`src/rtl/itcm_boot_loader_pkg.sv`:
```
// Shared types for the ITCM boot loader: FSM state encoding, default frame magic and state-class helpers.
package itcm_boot_loader_pkg;

  localparam int unsigned BYTE_W = 8;
  localparam int unsigned WORD_W = 32;
  localparam logic [BYTE_W-1:0] BOOT_MAGIC_DEFAULT = 8'hA5;

  typedef enum logic [2:0] {
    BOOT_ST_IDLE   = 3'd0,
    BOOT_ST_LEN_HI = 3'd1,
    BOOT_ST_LEN_LO = 3'd2,
    BOOT_ST_DATA   = 3'd3,
    BOOT_ST_CSUM   = 3'd4,
    BOOT_ST_DONE   = 3'd5,
    BOOT_ST_ERR    = 3'd6
  } boot_state_e;

  // States in which the loader is willing to take bytes.
  function automatic logic is_rx_state(boot_state_e s);
    return (s == BOOT_ST_IDLE) || (s == BOOT_ST_LEN_HI) || (s == BOOT_ST_LEN_LO) ||
           (s == BOOT_ST_DATA) || (s == BOOT_ST_CSUM);
  endfunction

  // States inside a frame, where the inter-byte timeout applies.
  function automatic logic is_frame_state(boot_state_e s);
    return (s == BOOT_ST_LEN_HI) || (s == BOOT_ST_LEN_LO) ||
           (s == BOOT_ST_DATA) || (s == BOOT_ST_CSUM);
  endfunction

endpackage

```
`src/rtl/itcm_boot_loader_word_packer.sv`:
```
// Packs MSB-first bytes into 32-bit words; word_ready_c/word_c are valid in the cycle the 4th byte is offered.
module itcm_boot_loader_word_packer
  import itcm_boot_loader_pkg::*;
(
  input  logic              clk,
  input  logic              rst,
  input  logic              clear,
  input  logic              byte_en,
  input  logic [BYTE_W-1:0] byte_data,
  output logic              word_ready_c,
  output logic [WORD_W-1:0] word_c
);

  logic [23:0] shift_q;
  logic [1:0]  cnt_q;

  assign word_ready_c = byte_en && (cnt_q == 2'd3);
  assign word_c       = {shift_q, byte_data};

  always_ff @(posedge clk or posedge rst) begin
    if (rst) begin
      shift_q <= '0;
      cnt_q   <= '0;
    end else if (clear) begin
      shift_q <= '0;
      cnt_q   <= '0;
    end else if (byte_en) begin
      shift_q <= {shift_q[15:0], byte_data};
      cnt_q   <= cnt_q + 2'd1;
    end
  end

endmodule

```
`src/rtl/itcm_boot_loader.sv`:
```
// Loads a framed byte stream into instruction memory and holds the core in reset until done.
// Optional trailing checksum byte enabled by defining BOOT_CHECKSUM_EN.
module itcm_boot_loader
  import itcm_boot_loader_pkg::*;
#(
  parameter int unsigned ADDR_W      = 16,
  parameter logic [7:0]  MAGIC       = BOOT_MAGIC_DEFAULT,
  parameter int unsigned TIMEOUT_CYC = 100000
) (
  input  logic              clk,
  input  logic              rst,
  input  logic              restart,
  input  logic              in_valid,
  input  logic [7:0]        in_data,
  output logic              in_ready,
  output logic              mem_we,
  output logic [ADDR_W-1:0] mem_addr,
  output logic [31:0]       mem_wdata,
  output logic              core_rst,
  output logic              done,
  output logic              err
);

  localparam int unsigned IDX_W     = ADDR_W + 1;
  localparam int unsigned TMO_W     = $clog2(TIMEOUT_CYC + 1);
  localparam logic [31:0] MAX_WORDS = 32'(1) << ADDR_W;
`ifdef BOOT_CHECKSUM_EN
  localparam bit CSUM_EN = 1'b1;
`else
  localparam bit CSUM_EN = 1'b0;
`endif

  boot_state_e      state_q, state_d;
  logic             ready_q, ready_d;
  logic [7:0]       len_hi_q;
  logic [IDX_W-1:0] len_q, len_d, idx_q;
  logic [TMO_W-1:0] tmo_q;
  logic [7:0]       sum_q;
  logic             accept_c, pack_en_c, pack_clr_c, word_ready_c, last_word_c, timeout_c;
  logic [31:0]      word_c;
  logic [15:0]      len_word_c;

  // restart masks the handshake combinationally so a simultaneous byte is never taken
  assign in_ready    = ready_q & ~restart;
  assign accept_c    = in_valid & in_ready;
  assign pack_en_c   = accept_c && (state_q == BOOT_ST_DATA);
  assign pack_clr_c  = restart || (state_q == BOOT_ST_IDLE);
  assign len_word_c  = {len_hi_q, in_data};
  assign last_word_c = word_ready_c && ((idx_q + IDX_W'(1)) == len_q);
  assign timeout_c   = is_frame_state(state_q) && !accept_c &&
                       (tmo_q == TMO_W'(TIMEOUT_CYC - 1));

  itcm_boot_loader_word_packer u_packer (
    .clk          (clk),
    .rst          (rst),
    .clear        (pack_clr_c),
    .byte_en      (pack_en_c),
    .byte_data    (in_data),
    .word_ready_c (word_ready_c),
    .word_c       (word_c)
  );

  always_ff @(posedge clk or posedge rst) begin
    if (rst) state_q <= BOOT_ST_IDLE;
    else     state_q <= state_d;
  end

  always_comb begin
    state_d = state_q;
    len_d   = len_q;
    if (restart) begin
      state_d = BOOT_ST_IDLE;
    end else if (timeout_c) begin
      state_d = BOOT_ST_ERR;
    end else begin
      case (state_q)
        BOOT_ST_IDLE:   if (accept_c && (in_data == MAGIC)) state_d = BOOT_ST_LEN_HI;
        BOOT_ST_LEN_HI: if (accept_c) state_d = BOOT_ST_LEN_LO;
        BOOT_ST_LEN_LO: begin
          if (accept_c) begin
            len_d = IDX_W'(len_word_c);
            if (len_word_c == 16'd0)               state_d = CSUM_EN ? BOOT_ST_CSUM : BOOT_ST_DONE;
            else if (32'(len_word_c) > MAX_WORDS) state_d = BOOT_ST_ERR;
            else                                  state_d = BOOT_ST_DATA;
          end
        end
        BOOT_ST_DATA: begin
          // without a checksum, DONE follows the final write strobe by one cycle
          if (CSUM_EN) begin
            if (last_word_c) state_d = BOOT_ST_CSUM;
          end else if (idx_q == len_q) begin
            state_d = BOOT_ST_DONE;
          end
        end
        BOOT_ST_CSUM: begin
          if (accept_c) state_d = (8'(sum_q + in_data) == 8'h00) ? BOOT_ST_DONE : BOOT_ST_ERR;
        end
        default: ;
      endcase
    end
    ready_d = is_rx_state(state_d) && !(last_word_c && !CSUM_EN);
  end

  always_ff @(posedge clk or posedge rst) begin
    if (rst) begin
      ready_q   <= 1'b0;
      mem_we    <= 1'b0;
      mem_addr  <= '0;
      mem_wdata <= '0;
      core_rst  <= 1'b1;
      done      <= 1'b0;
      err       <= 1'b0;
    end else begin
      ready_q  <= ready_d;
      mem_we   <= word_ready_c;
      if (word_ready_c) begin
        mem_addr  <= idx_q[ADDR_W-1:0];
        mem_wdata <= word_c;
      end
      core_rst <= (state_d != BOOT_ST_DONE);
      done     <= (state_d == BOOT_ST_DONE);
      err      <= (state_d == BOOT_ST_ERR);
    end
  end

  // Frame length, write index, inter-byte timeout and running checksum.
  always_ff @(posedge clk or posedge rst) begin
    if (rst) begin
      len_hi_q <= '0;
      len_q    <= '0;
      idx_q    <= '0;
      tmo_q    <= '0;
      sum_q    <= '0;
    end else begin
      len_q <= len_d;
      if (accept_c && (state_q == BOOT_ST_LEN_HI)) len_hi_q <= in_data;
      if (pack_clr_c)        idx_q <= '0;
      else if (word_ready_c) idx_q <= idx_q + IDX_W'(1);
      if (accept_c || !is_frame_state(state_q)) tmo_q <= '0;
      else                                      tmo_q <= tmo_q + TMO_W'(1);
      if (state_q == BOOT_ST_IDLE) sum_q <= '0;
      else if (accept_c)           sum_q <= 8'(sum_q + in_data);
    end
  end

endmodule

```
`config.mk`:
```
export PLATFORM = sky130hd
export DESIGN_NAME = itcm_boot_loader
export DESIGN_NICKNAME = d
export VERILOG_FILES = /design/src/rtl/itcm_boot_loader_pkg.sv /design/src/rtl/itcm_boot_loader_word_packer.sv /design/src/rtl/itcm_boot_loader.sv
export SDC_FILE = /design/constraint.sdc
export NUM_CORES = 1
export LEC_CHECK = 0
export ABC_AREA = 1
export CORE_MARGIN = 4
export CORE_UTILIZATION = 25
export CTS_CLUSTER_SIZE = 24
export DETAILED_ROUTE_END_ITERATION = 10
export SLEW_MARGIN = 10
export SYNTH_ARGS = -nofsm -noshare
export SYNTH_HDL_FRONTEND = slang
export SYNTH_SLANG_ARGS = --single-unit
```
`constraint.sdc`:
```
create_clock -name clk -period 7.1 [get_ports clk]
set_input_delay 1.42 -clock clk [delete_from_list [all_inputs] [get_ports clk]]
set_output_delay 1.42 -clock clk [all_outputs]
set_load 0.1 [all_outputs]
```
# == After elaboration in Yosys (flattened, before gate mapping) ==
# Index checks and enable logic that the tools add are counted.
# totals
reg_bits,148
latch_bits,0
ramBits,0
rom_bits,0
inputBits,12
out_inout_bits,53
wordCells,86
memories,0
# op_classes
addsub,4
n_mul,0
n_div,0
n_lt_le_gt_ge,0
eq_ne,16
shifts,0
muxes,19
bitwise_logic,4
reduce_logical,28
# ops
cell,count
$mux W17,3
$mux W24,2
$add A17 B1 Y17 const B,2
$eq A17 B16 Y1,2
$mux W3,8
$eq A17 B17 Y1 const B,1
$logic_not A16 Y1,1
$mux W8,2
$pmux W3 S5,1
$eq A3 B2 Y1 const B,4
$eq A3 B3 Y1 const B,4
$logic_or A1 B1 Y1,9
$add A8 B8 Y8,1
$eq A8 B8 Y1 const B,1
$logic_and A1 B1 Y1,8
$logic_not A8 Y1,1
$eq A3 B1 Y1 const B,2
$logic_not A3 Y1,2
$mux W2,3
$reduce_bool A2 Y1,3
$reduce_and A4 Y1,1
$logic_not A1 Y1,3
$ne A3 B3 Y1 const B,1
$add A2 B1 Y2 const B,1
3 further kinds,5

# == Depth between registers and ports, before layout ==
# Gate-level depths: netlist (run 1).
# depth
ltp_word,14
mapped_depth,17
depth_no_buf,17

# == Cells and area by module ==
# A second synthesis (run 1) with hierarchy kept.
# unflattened
hier_cells,928
area_unflattened_um2,7359.6
# modules_own_cells
mod,n_inst,cells_per_inst,area_each_um2,seq_area_each_um2
itcm_boot_loader,1,802,6227.2,3054.2
itcm_boot_loader_word_packer,1,126,1132.3,650.6

# == Least setup slack after synthesis (run 1) ==
# Ideal clock, no wire load.
# synth_path
kind,input to output
start,input port restart
end,output port in_ready
arrival_time_ns,1.929
setup_slack_ns,3.751
stages,1
path_buffers,0
path_cell_list,nor2_4
# synth_via
elab_chain_cells,2
# synth_rtl
item,line,source
start: declaration,itcm_boot_loader.sv:12,"input logic restart,"
$not A1 Y1 (no line),n/a,
$and A1 B1 Y1,itcm_boot_loader.sv:44,assign in_ready = ready_q & ~restart;
end: declaration,itcm_boot_loader.sv:15,"output logic in_ready,"
# No other way between the ends.

# == Worst setup path in the final report (run 1) ==
# Ends and elaborated chain as after synthesis.

==> summary.md, run 1 <==
| Metric | Value |
|---|---|
| Logic pwr share | `0.092` |
| Total leakage power | `3.95 nW` |
| Worst path arrival time | `3350 ps` |
| Overall routed net length | `16,700 µm` |
| Reg clk slew, reported paths | `60 ps` |
| Clock sinks | `148` |
| CTS tree | `yes` |
| Iter 0 DRT Violations | `344` |
| Number of synthesized flops with an enable pin | `0` |
| Peak supply drop | `0.000154 V` |
| DRC | `0` |
| Clock Skews | `9.63 ps` |
| Area Growth Syn to Fin | `22.8%` |
| Fmax achieved | `209 MHz` |
| H-tree depth | `4` |
| Placed Area | `0.00814 mm²` |
| Avg WL per Cell | `13.0 µm` |
| Most frequent cells in the layout | `192 x nand2_1, 147 x dfrtp_1, 109 x inv_1` |
| Initial antenna violation count | `0` |
| Max Cap Viol | `0` |
| Largest net degree at the start of global routing | `116` |
| Hold-fix buffers, CTS | `0` |
| Synthesized area per cell | `8.57 µm²` |
| Ant. Diodes | `0` |
| PD cells | `231 mW/mm²` |
| Yosys top cell area share | `0.517` |
| Seq/Total Area, Yosys | `0.521` |
| FP Rows | `61` |
| Final ANT Viol Nets | `0` |
| Top cells by area, synth | `dfrtp_1 52%, nand2_1 10%, o21ai_0 6.3%` |
| Distinct cells, synth | `39` |
| Crit path buffers/inverters | `2` |
| Most frequent CP cell | `clkdlybuf4s50_1` |
| Via count | `5,593` |
| CP Launch Type | `input port` |
| WP data required | `5680 ps` |
| CP delay by family, top | `buffers and inverters` |
| Synth async-reset ratio | `1.00` |
| Post-cts resize count | `0` |
| Hold_ws | `478 ps` |
| Design area | `0.00874 mm²` |
| Slew margin rel. | `0.304` |
| HPWL after DPL | `11,900 µm` |
| Cell taking the most area after synthesis | `dfrtp_1` |
| Slowest CP cell | `clkdlybuf4s50_1` |
| RSZ-0062 raised after global routing | `false` |
| Max-slew violations | `0` |
| Post-Place Setup Slack | `2220 ps` |
| Layout cell share with drive strength beyond 1 | `0.0907` |
| Gpl congestion | `0.806` |
| Setup CP Type | `in -> out` |
| Placed Cells | `1,250` |
| Synth Instances | `830` |
| Clock Tree Root | `clkbuf_16` |
| NetSw | `526 µW` |
| Layout fillers | `2,971` |
| Final hold vios | `0` |
| Slew @ Worst Pin | `1040 ps` |
| Port bufs | `64` |
| Vias in the first global route | `5,323` |
| CP max stage delay | `1160 ps` |
| Core area | `0.0279 mm²` |
| Commonest non-fill, non-tap cell in the layout | `nand2_1` |
| Critical path peak fanout | `5` |
| Non-filler instance count after layout | `1,282` |
| P_int | `1.49 mW` |
| Setup_tns | `0 ps` |
| Pre-antenna DRT Iters | `5` |
| Sequential power share | `0.454` |
| Clock share of power | `0.454` |
| Total CTS buffers | `17` |
| CTS max path bufs | `2` |
| Yosys reg bits | `148` |
| Die area | `0.0312 mm²` |
| Via density | `4.36` |
| Final setup vio count | `0` |
| Die width | `177 µm` |
| Overall global routing resource usage | `0.111` |
| Final Worst Setup Slack | `2330 ps` |
| Wire length on met2 | `7690 µm` |
| WL met3 | `638 µm` |
| Syn Std Cell Area | `0.00711 mm²` |
| Minimum clock period | `4770 ps` |
| YS warnings | `0` |
| Global-route wire length before repair | `28,000 µm` |
| Starting density of the core | `0.255` |
| Hold WC Path Type | `reg -> reg` |
| Postcts setup bufs | `0` |
| Final Cycle Share | `0.672` |
| Final nets | `914` |
| Crit. End Element | `primary output` |
| Status | `finished clean` |
| DIE HEIGHT | `177 µm` |
| CP cell instances | `clkdlybuf4s50_1, nor2_4, clkdlybuf4s50_1` |
| Routed metal-1 wirelength | `8100 µm` |
| Syn nets | `853` |
| I/O pin count | `65` |
| Switching Share | `0.260` |
| Top Layer Used | `met4` |
| Grt ovf | `0` |
| Clk_lat worst skew | `420 ps` |
| Primary FF master, synth | `dfrtp_1` |
-- power by group through the flow --
| stage | combinational (mW) | clock (mW) | sequential [mW] |
|---|---|---|---|
| after CTS | 0.188 | 0.937 | 0.916 |
| after global placement | 0.185 | 0 | 0.931 |
| after detailed placement | 0.188 | 0 | 0.932 |
| final | 0.186 | 0.918 | 0.916 |
| after global routing | 0.217 | 0.966 | 0.921 |
| after floorplan | 0.143 | 0 | 0.921 |
-- registers in the layout, indices dropped and copies added (netlist names), 2 cells and up --
name / flops
mem_wdata: 32
u_packer.shift_q: 24
idx_q: 17
tmo_q: 17
len_q: 16
mem_addr: 16
len_hi_q: 8
sum_q: 8
state_q: 3
u_packer.cnt_q: 2
-- final timing paths --
check | start | endpoint | slack (ps) | cells after the start
hold / removal | tmo_q[0] | tmo_q[0] | 480 | 1
max in group asynchronous | rst | sum_q[5] | 4300 | 3
setup reg to reg | ready_q | idx_q[11] | 3900 | 9
setup / recovery | restart | in_ready | 2330 | 3
hold reg to reg | tmo_q[0] | tmo_q[0] | 480 | 1
min in group asynchronous | rst | mem_wdata[28] | 1550 | 2
-- Yosys cell counts, types with 5 or more instances --
| cell | instances |
|---|---|
| inv_2 | 9 |
| nand4_1 | 11 |
| a22o_1 | 5 |
| nand2_2 | 9 |
| nand3_1 | 36 |
| ha_1 | 10 |
| dfrtp_1 | 147 |
| o21ai_0 | 90 |
| nor2_2 | 13 |
| o22ai_1 | 38 |
| nand2_1 | 192 |
| clkbuf_1 | 10 |
| nor3_1 | 10 |
| inv_1 | 110 |
| xor2_1 | 13 |
| a21oi_1 | 20 |
| xnor2_1 | 8 |
| nor2_1 | 54 |
| buf_2 | 9 |
-- stage by stage --
stage,util,power [mW]
final,0.313,2.02
after global routing,0.313,2.10
after CTS,0.313,2.04
after detailed placement,0.291,1.12
after global placement,0.291,1.12
after floorplan,-,1.06
-- worst register-to-register path, stage by stage (launching register included) --
cell and delay [ps]:
dfrtp_1 360, inv_1 90, nor2_4 50, nand2_4 130
inv_2 80, nand2_2 410, inv_2 130, nand2_4 780
nand2_1 730, o22ai_1 350
-- final cells by class --
cell class / count / area [µm²] / share of cell area
Multi-Input combinational cell: 539 / 2850 / 0.326
Inverter: 120 / 458 / 0.0524
Timing Repair Buffer: 65 / 648 / 0.0742
Sequential cell: 148 / 3700 / 0.424
Tap cell: 378 / 473 / 0.0541
Clock inverter: 12 / 144 / 0.0165
Clock buffer: 20 / 457 / 0.0523
-- cells by family (layout without fill, tap and decap cells) --
logic type,count (synthesis),after routing,share of synthesized area
simple gates,344,344,0.223
compound gates,162,162,0.127
flops,148,148,0.521
buf+inv,143,217,0.0791
xor+xnor,22,22,0.0294
fa+ha+maj,11,11,0.0204
-- routing by layer --
metal | vias to the layer above | GRT usage
met2 | 110 | 0.173
met4 | 0 | 0.0371
met3 | 23 | 0.0258
met1 | 2638 | 0.153
met5 | - | 0
li1 | 2822 | -
Power figures use the tool's default switching activity.
==> inputs of run 2 (changes only) <==
clock period = 4.3 ns   (was 7.1 ns; I/O delays follow)
==> run 2 against run 1 <==
Effect of this change:
- first-iteration DRC count is 16% higher
- combinational power grew 67%
- sequential power grew 66%
- register-to-register slack worse by 2000 ps
- flip-flop and latch count is the same
- critical path type is now in -> reg
- cell area up 0.74%
- routed wire length grew 1.3%
- via count shrank 1.1%
- total power up 68%
- sequential share of layout area fell by 0.31 points
- final cell count is 0.23% higher
==> summary.md, run 2 (same netlist as run 1, synthesis figures left out) <==
| Metric | Value |
|---|---|
| Gpl congestion | `0.825 (+2.4%)` |
| Hold-fix buffers, CTS | `0 (unchanged)` |
| Final hold vios | `0 (unchanged)` |
| Starting density of the core | `0.255 (unchanged)` |
| Via count | `5,534 (-1.1%)` |
| Clock Skews | `12.5 ps (+2.91 ps)` |
| Total CTS buffers | `17 (unchanged)` |
| Grt ovf | `0 (unchanged)` |
| Commonest non-fill, non-tap cell in the layout | `nand2_1` |
| Setup_tns | `0 ps (unchanged)` |
| Most frequent cells in the layout | `192 x nand2_1, 147 x dfrtp_1, 109 x inv_1` |
| Peak supply drop | `0.000283 V (+83%)` |
| Non-filler instance count after layout | `1,285 (+0.23%)` |
| Postcts setup bufs | `0 (unchanged)` |
| Via density | `4.31 (-1.3%)` |
| CP Launch Type | `input port` |
| Fmax achieved | `325 MHz` |
| Die area | `0.0312 mm² (unchanged)` |
| H-tree depth | `4 (unchanged)` |
| Layout cell share with drive strength beyond 1 | `0.0959 (+0.00521)` |
| Clk_lat worst skew | `430 ps (about the same)` |
| Slowest CP cell | `clkdlybuf4s50_1` |
| Biggest register | `mem_wdata` |
| RSZ-0062 raised after global routing | `false` |
| Minimum clock period | `3080 ps` |
| Min-delay src | `mem_addr[2]` |
| CP max stage delay | `650 ps (-510 ps)` |
| CTS max path bufs | `2 (unchanged)` |
| FP Rows | `61 (unchanged)` |
| Post-cts resize count | `0 (unchanged)` |
| Vias in the first global route | `5,466 (+2.7%)` |
| Final ANT Viol Nets | `0 (unchanged)` |
| Switching Share | `0.269 (+0.00921)` |
| Number of flip-flops in the largest register | `32 (unchanged)` |
| Final nets | `917 (+0.33%)` |
| Worst hold path depth | `2 (+1)` |
| Core area | `0.0279 mm² (unchanged)` |
| Setup CP Type | `in -> reg` |
| Hold path endpoint | `mem_addr[2]` |
| Clock Tree Root | `clkbuf_16` |
| Hold_ws | `482 ps (+4.14 ps)` |
| Reg clk slew, reported paths | `60 ps (about the same)` |
| Initial antenna violation count | `0 (unchanged)` |
| Biggest regs | `mem_wdata: 32 flops, u_packer.shift_q: 24 flops` |
| DRC | `0 (unchanged)` |
| Global-route wire length before repair | `28,500 µm (+1.8%)` |
| Largest net degree at the start of global routing | `70 (-40%)` |
| Overall routed net length | `16,900 µm (+1.3%)` |
| P_int | `2.47 mW (+65%)` |
| Worst Setup SP | `restart` |
| Final setup vio count | `0 (unchanged)` |
| Logic pwr share | `0.092 (about the same)` |
| CP cell instances | `clkdlybuf4s50_1, nor2_4, nand2_4, inv_2, nand2_2, inv_2, nand2_4, nand2_1, o22ai_1` |
| WP data required | `4630 ps (-1050 ps)` |
| NetSw | `912 µW (+73%)` |
| PD cells | `385 mW/mm² (+66%)` |
| Worst path arrival time | `3410 ps (+60 ps)` |
| Critical path peak fanout | `34 (+29)` |
| Final Cycle Share | `0.716` |
| CTS tree | `yes` |
| Sequential power share | `0.448 (-0.006)` |
| Pre-antenna DRT Iters | `5 (unchanged)` |
| R2r endpoint | `idx_q[15]` |
| Port bufs | `64 (unchanged)` |
| Overall global routing resource usage | `0.114 (+0.00282)` |
| DIE HEIGHT | `177 µm (unchanged)` |
| Avg WL per Cell | `13.2 µm (+1.1%)` |
| Area Growth Syn to Fin | `23.7%` |
| Hold WC Path Type | `reg -> reg` |
| Clock sinks | `148 (unchanged)` |
| R2r setup slk | `1880 ps (-2020 ps)` |
| Max-slew violations | `0 (unchanged)` |
| Status | `finished clean` |
| Crit. End Element | `register` |
| Slew margin rel. | `0.315 (+0.0108)` |
| Total leakage power | `3.98 nW (+0.90%)` |
| Slew @ Worst Pin | `1020 ps (-19.5 ps)` |
| Clock share of power | `0.460 (+0.006)` |
| HPWL after DPL | `12,300 µm (+3.5%)` |
| Iter 0 DRT Violations | `399 (+16%)` |
| Reg2Reg Depth | `7 (-2)` |
| Placed Cells | `1,253 (+0.24%)` |
| Max Cap Viol | `0 (unchanged)` |
| I/O pin count | `65 (unchanged)` |
| R2r startpoint | `state_q[1]` |
| Die width | `177 µm (unchanged)` |
| Ant. Diodes | `0 (unchanged)` |
run 2: area by class of cell:
type | instances | area (µm²)
clock inverter | 14 | 183
tap | 378 | 473
fill | 2932 | 19100
timing repair buffer | 68 | 693
clock buffer | 18 | 439
sequential | 148 | 3700
inverter | 120 | 457
multi-input combinational | 539 | 2850
run 2: power by group through the flow:
stage | combinational, mW | sequential [mW] | clock (mW)
after floorplan | 0.237 | 1.52 | 0
after global placement | 0.308 | 1.54 | 0
after detailed placement | 0.314 | 1.54 | 0
after CTS | 0.315 | 1.52 | 1.59
after global routing | 0.362 | 1.52 | 1.65
final | 0.311 | 1.52 | 1.56
run 2: worst max path at each step:
stage                           end  slack, ps  cells after the start
final                      idx_q[9]       1220                      9
after global routing       idx_q[9]       1020                      9
after CTS                  idx_q[9]       1240                      9
after detailed placement   idx_q[9]        800                      9
after global placement    idx_q[13]        880                      9
after floorplan                done       1580                      1
run 2: per-stage QoR:
stage | cell area, µm² | util | total power [mW] | worst slack [ps]
after global routing | 8800 | 0.315 | 3.54 | 1020
after floorplan | 7120 | - | 1.76 | 1580
after global placement | 8180 | 0.293 | 1.85 | 879
after CTS | 8800 | 0.315 | 3.42 | 1240
final | 8800 | 0.315 | 3.38 | 1220
after detailed placement | 8180 | 0.293 | 1.86 | 802
run 2: worst max-delay path: cells and delay by family:
kind                   cells  cell delay, ps
and+or+nand+nor            5            1360
buffers and inverters      3             840
AOI/OAI and AO/OA          1             310
run 2: per-layer routing:
layer | wire (µm) | up-vias | track usage
met5 | 0 | - | 0
met4 | 227 | 0 | 0.0384
met3 | 667 | 17 | 0.0278
met2 | 7920 | 107 | 0.180
met1 | 8110 | 2582 | 0.154
li1 | - | 2828 | -
==> inputs of run 3 (changes only) <==
clock period = 2.9 ns   (was 4.3 ns; I/O delays follow)
==> run 3 against run 2 <==
Effect of this change:
- routed wire length shrank 0.17%
- combinational power grew 52%
- worst hold slack gained 2.7 ps
- sequential share of layout area grew 0.41 points
- die area is the same
- global-route usage shrank 0.12 points
- largest power group is now registers
- cell area shrank 0.97%
- utilization shrank 0.30 points
- highest routed layer unchanged
- count of clock-buffer cells in the layout grew 5
- worst setup slack lost 780 ps
==> summary.md, run 3 (same netlist as run 1, synthesis figures left out) <==
| Metric | Value |
|---|---|
| Minimum clock period | `2460 ps` |
| Biggest register | `mem_wdata` |
| Pre-antenna DRT Iters | `5 (unchanged)` |
| Max-slew violations | `0 (unchanged)` |
| Clk_lat worst skew | `420 ps (about the same)` |
| Reg area | `0.00370 mm² (unchanged)` |
| FP Rows | `61 (unchanged)` |
| Postcts setup bufs | `0 (unchanged)` |
| Peak supply drop | `0.000410 V (+45%)` |
| Gpl congestion | `0.811 (-1.7%)` |
| Initial antenna violation count | `0 (unchanged)` |
| Number of flip-flops in the largest register | `32 (unchanged)` |
| Port bufs | `64 (unchanged)` |
| Slowest CP cell | `fa_1` |
| Fin util | `0.312 (-0.00305)` |
| Setup CP Type | `in -> reg` |
| Avg WL per Cell | `13.0 µm (-1.0%)` |
| CP delay by family, top | `simple AND/OR/NAND/NOR gates` |
| Total CTS buffers | `17 (unchanged)` |
| Starting density of the core | `0.255 (unchanged)` |
| Die area | `0.0312 mm² (unchanged)` |
| Grt ovf | `0 (unchanged)` |
| Global-route wire length before repair | `28,600 µm (+0.34%)` |
| Final nets | `928 (+1.2%)` |
| Area Growth Syn to Fin | `22.5%` |
| Crit path buffers/inverters | `1 (-2)` |
| Critical path peak fanout | `3 (-91%)` |
| DRC | `0 (unchanged)` |
| Placed Area | `0.00814 mm² (-0.43%)` |
| I/O pin count | `65 (unchanged)` |
| CP cell instances | `clkdlybuf4s50_1, ha_1, fa_1, nand2_1, nand2_1, nand3_1, nand2_1, nand2_1, nand2_1, nor2_1, nand3_1, nand2_1, nand2_1, nand2_1, nand2_1, nand2_1, nand2_1, nor2_1` |
| CP Launch Type | `input port` |
| Max Cap Viol | `0 (unchanged)` |
| Via density | `4.37 (+1.5%)` |
| Post-Place Setup Slack | `23.8 ps (-779 ps)` |
| Hold-fix buffers, CTS | `0 (unchanged)` |
| CTS tree | `yes` |
| Final Worst Setup Slack | `445 ps (-776 ps)` |
| Commonest non-fill, non-tap cell in the layout | `nand2_1` |
| CP max stage delay | `430 ps (-220 ps)` |
| Clock Tree Root | `clkbuf_16` |
| Status | `finished clean` |
| Slew @ Worst Pin | `531 ps (-493 ps)` |
| Ant. Diodes | `0 (unchanged)` |
| Most frequent cells in the layout | `192 x nand2_1, 147 x dfrtp_1, 109 x inv_1` |
| WP data required | `3250 ps (-1380 ps)` |
| Placed Cells | `1,264 (+0.88%)` |
| PD cells | `556 mW/mm² (+45%)` |
| Crit. End Element | `register` |
| Setup_tns | `0 ps (unchanged)` |
| Worst path arrival time | `2800 ps (-610 ps)` |
| Die width | `177 µm (unchanged)` |
| Vias in the first global route | `5,475 (+0.16%)` |
| Reg clk slew, reported paths | `60 ps (about the same)` |
| Non-filler instance count after layout | `1,296 (+0.86%)` |
| Fmax achieved | `407 MHz` |
| Final ANT Viol Nets | `0 (unchanged)` |
| Biggest regs | `mem_wdata: 32 flops, u_packer.shift_q: 24 flops` |
| Hold WC Path Type | `reg -> reg` |
| Final Cycle Share | `0.847` |
| Overall routed net length | `16,900 µm (-0.17%)` |
| H-tree depth | `4 (unchanged)` |
| Area occupied by multi-input gates | `0.00285 mm² (unchanged)` |
| CTS max path bufs | `2 (unchanged)` |
| RSZ-0062 raised after global routing | `false` |
| Via count | `5,665 (+2.4%)` |
| Design area | `0.00872 mm² (-0.97%)` |
| Final hold vios | `0 (unchanged)` |
| Final setup vio count | `0 (unchanged)` |
| Core area | `0.0279 mm² (unchanged)` |
| Clock sinks | `148 (unchanged)` |
| Most frequent CP cell | `nand2_1` |
| Overall global routing resource usage | `0.113 (-0.00120)` |
| Post-cts resize count | `0 (unchanged)` |
| Largest net degree at the start of global routing | `83 (+19%)` |
| Total leakage power | `4.11 nW (+3.3%)` |
| Layout cell share with drive strength beyond 1 | `0.160 (+0.0642)` |
| Layout fillers | `2,974 (+1.4%)` |
| Clock Skews | `11.9 ps (-0.614 ps)` |
| DIE HEIGHT | `177 µm (unchanged)` |
| Slew margin rel. | `0.646 (+0.331)` |
| Iter 0 DRT Violations | `408 (+2.3%)` |
| HPWL after DPL | `12,300 µm (+0.41%)` |
[run 3: cell count changes in the layout (fill, tap and decap cells not counted)]
cell	delta
buf_12	+1
buf_4	+62
bufinv_16	-1
clkbuf_1	+3
clkbuf_8	+2
clkdlybuf4s50_1	-52
clkinv_2	+1
clkinv_4	-1
clkinv_8	-1
clkinvlp_4	+2
inv_6	-1
inv_8	-4
[run 3: worst register-to-register path: stages, from the launching register on]
cell	delay [ps]
dfrtp_1	400
ha_1	230
fa_1	430
nand2_1	90
nand2_1	70
nand3_1	90
nand2_1	60
nand2_1	50
nand2_1	60
nor2_1	140
nand3_1	90
nand2_1	60
nand2_1	50
nand2_1	70
nand2_1	80
nand2_1	90
nand2_1	60
nor2_1	80
[run 3: through the flow]
stage                     power, mW  hold slack [ps]
after global placement         2.75              471
after detailed placement       2.76              474
after global routing           5.07              511
after floorplan                2.61              453
final                          4.84              484
after CTS                      4.89              489
[run 3: final cells by class]
class                      count  area share
multi-input combinational    539       0.327
clock inverter                 9      0.0108
timing repair buffer          79      0.0755
inverter                     120      0.0524
sequential                   148       0.425
tap                          378      0.0543
clock buffer                  23      0.0548
[run 3: layer usage]
metal,track usage,part of all wire,wire (µm)
met1,0.157,0.49,8340
met2,0.174,0.46,7700
met3,0.0278,0.036,614
met4,0.0332,0.014,231
met5,0,0,0
[run 3: final timing paths]
kind,from,to,slack [ps],cells past startpoint
max,in_data[0],ready_q,440,18
min,mem_wdata[18],mem_wdata[18],480,2
max reg2reg,sum_q[0],ready_q,640,17
min reg2reg,mem_wdata[18],mem_wdata[18],480,2
max in group asynchronous,rst,mem_addr[7],1880,3
min in group asynchronous,rst,u_packer.shift_q[1],630,3
[run 3: power breakdown]
part	switching [mW]	leakage, nW	internal [mW]	total (mW)
Combinational	0.293	1.82	0.179	0.473
Sequential	0.0830	2.02	2.16	2.25
Clock	0.866	0.275	1.26	2.13
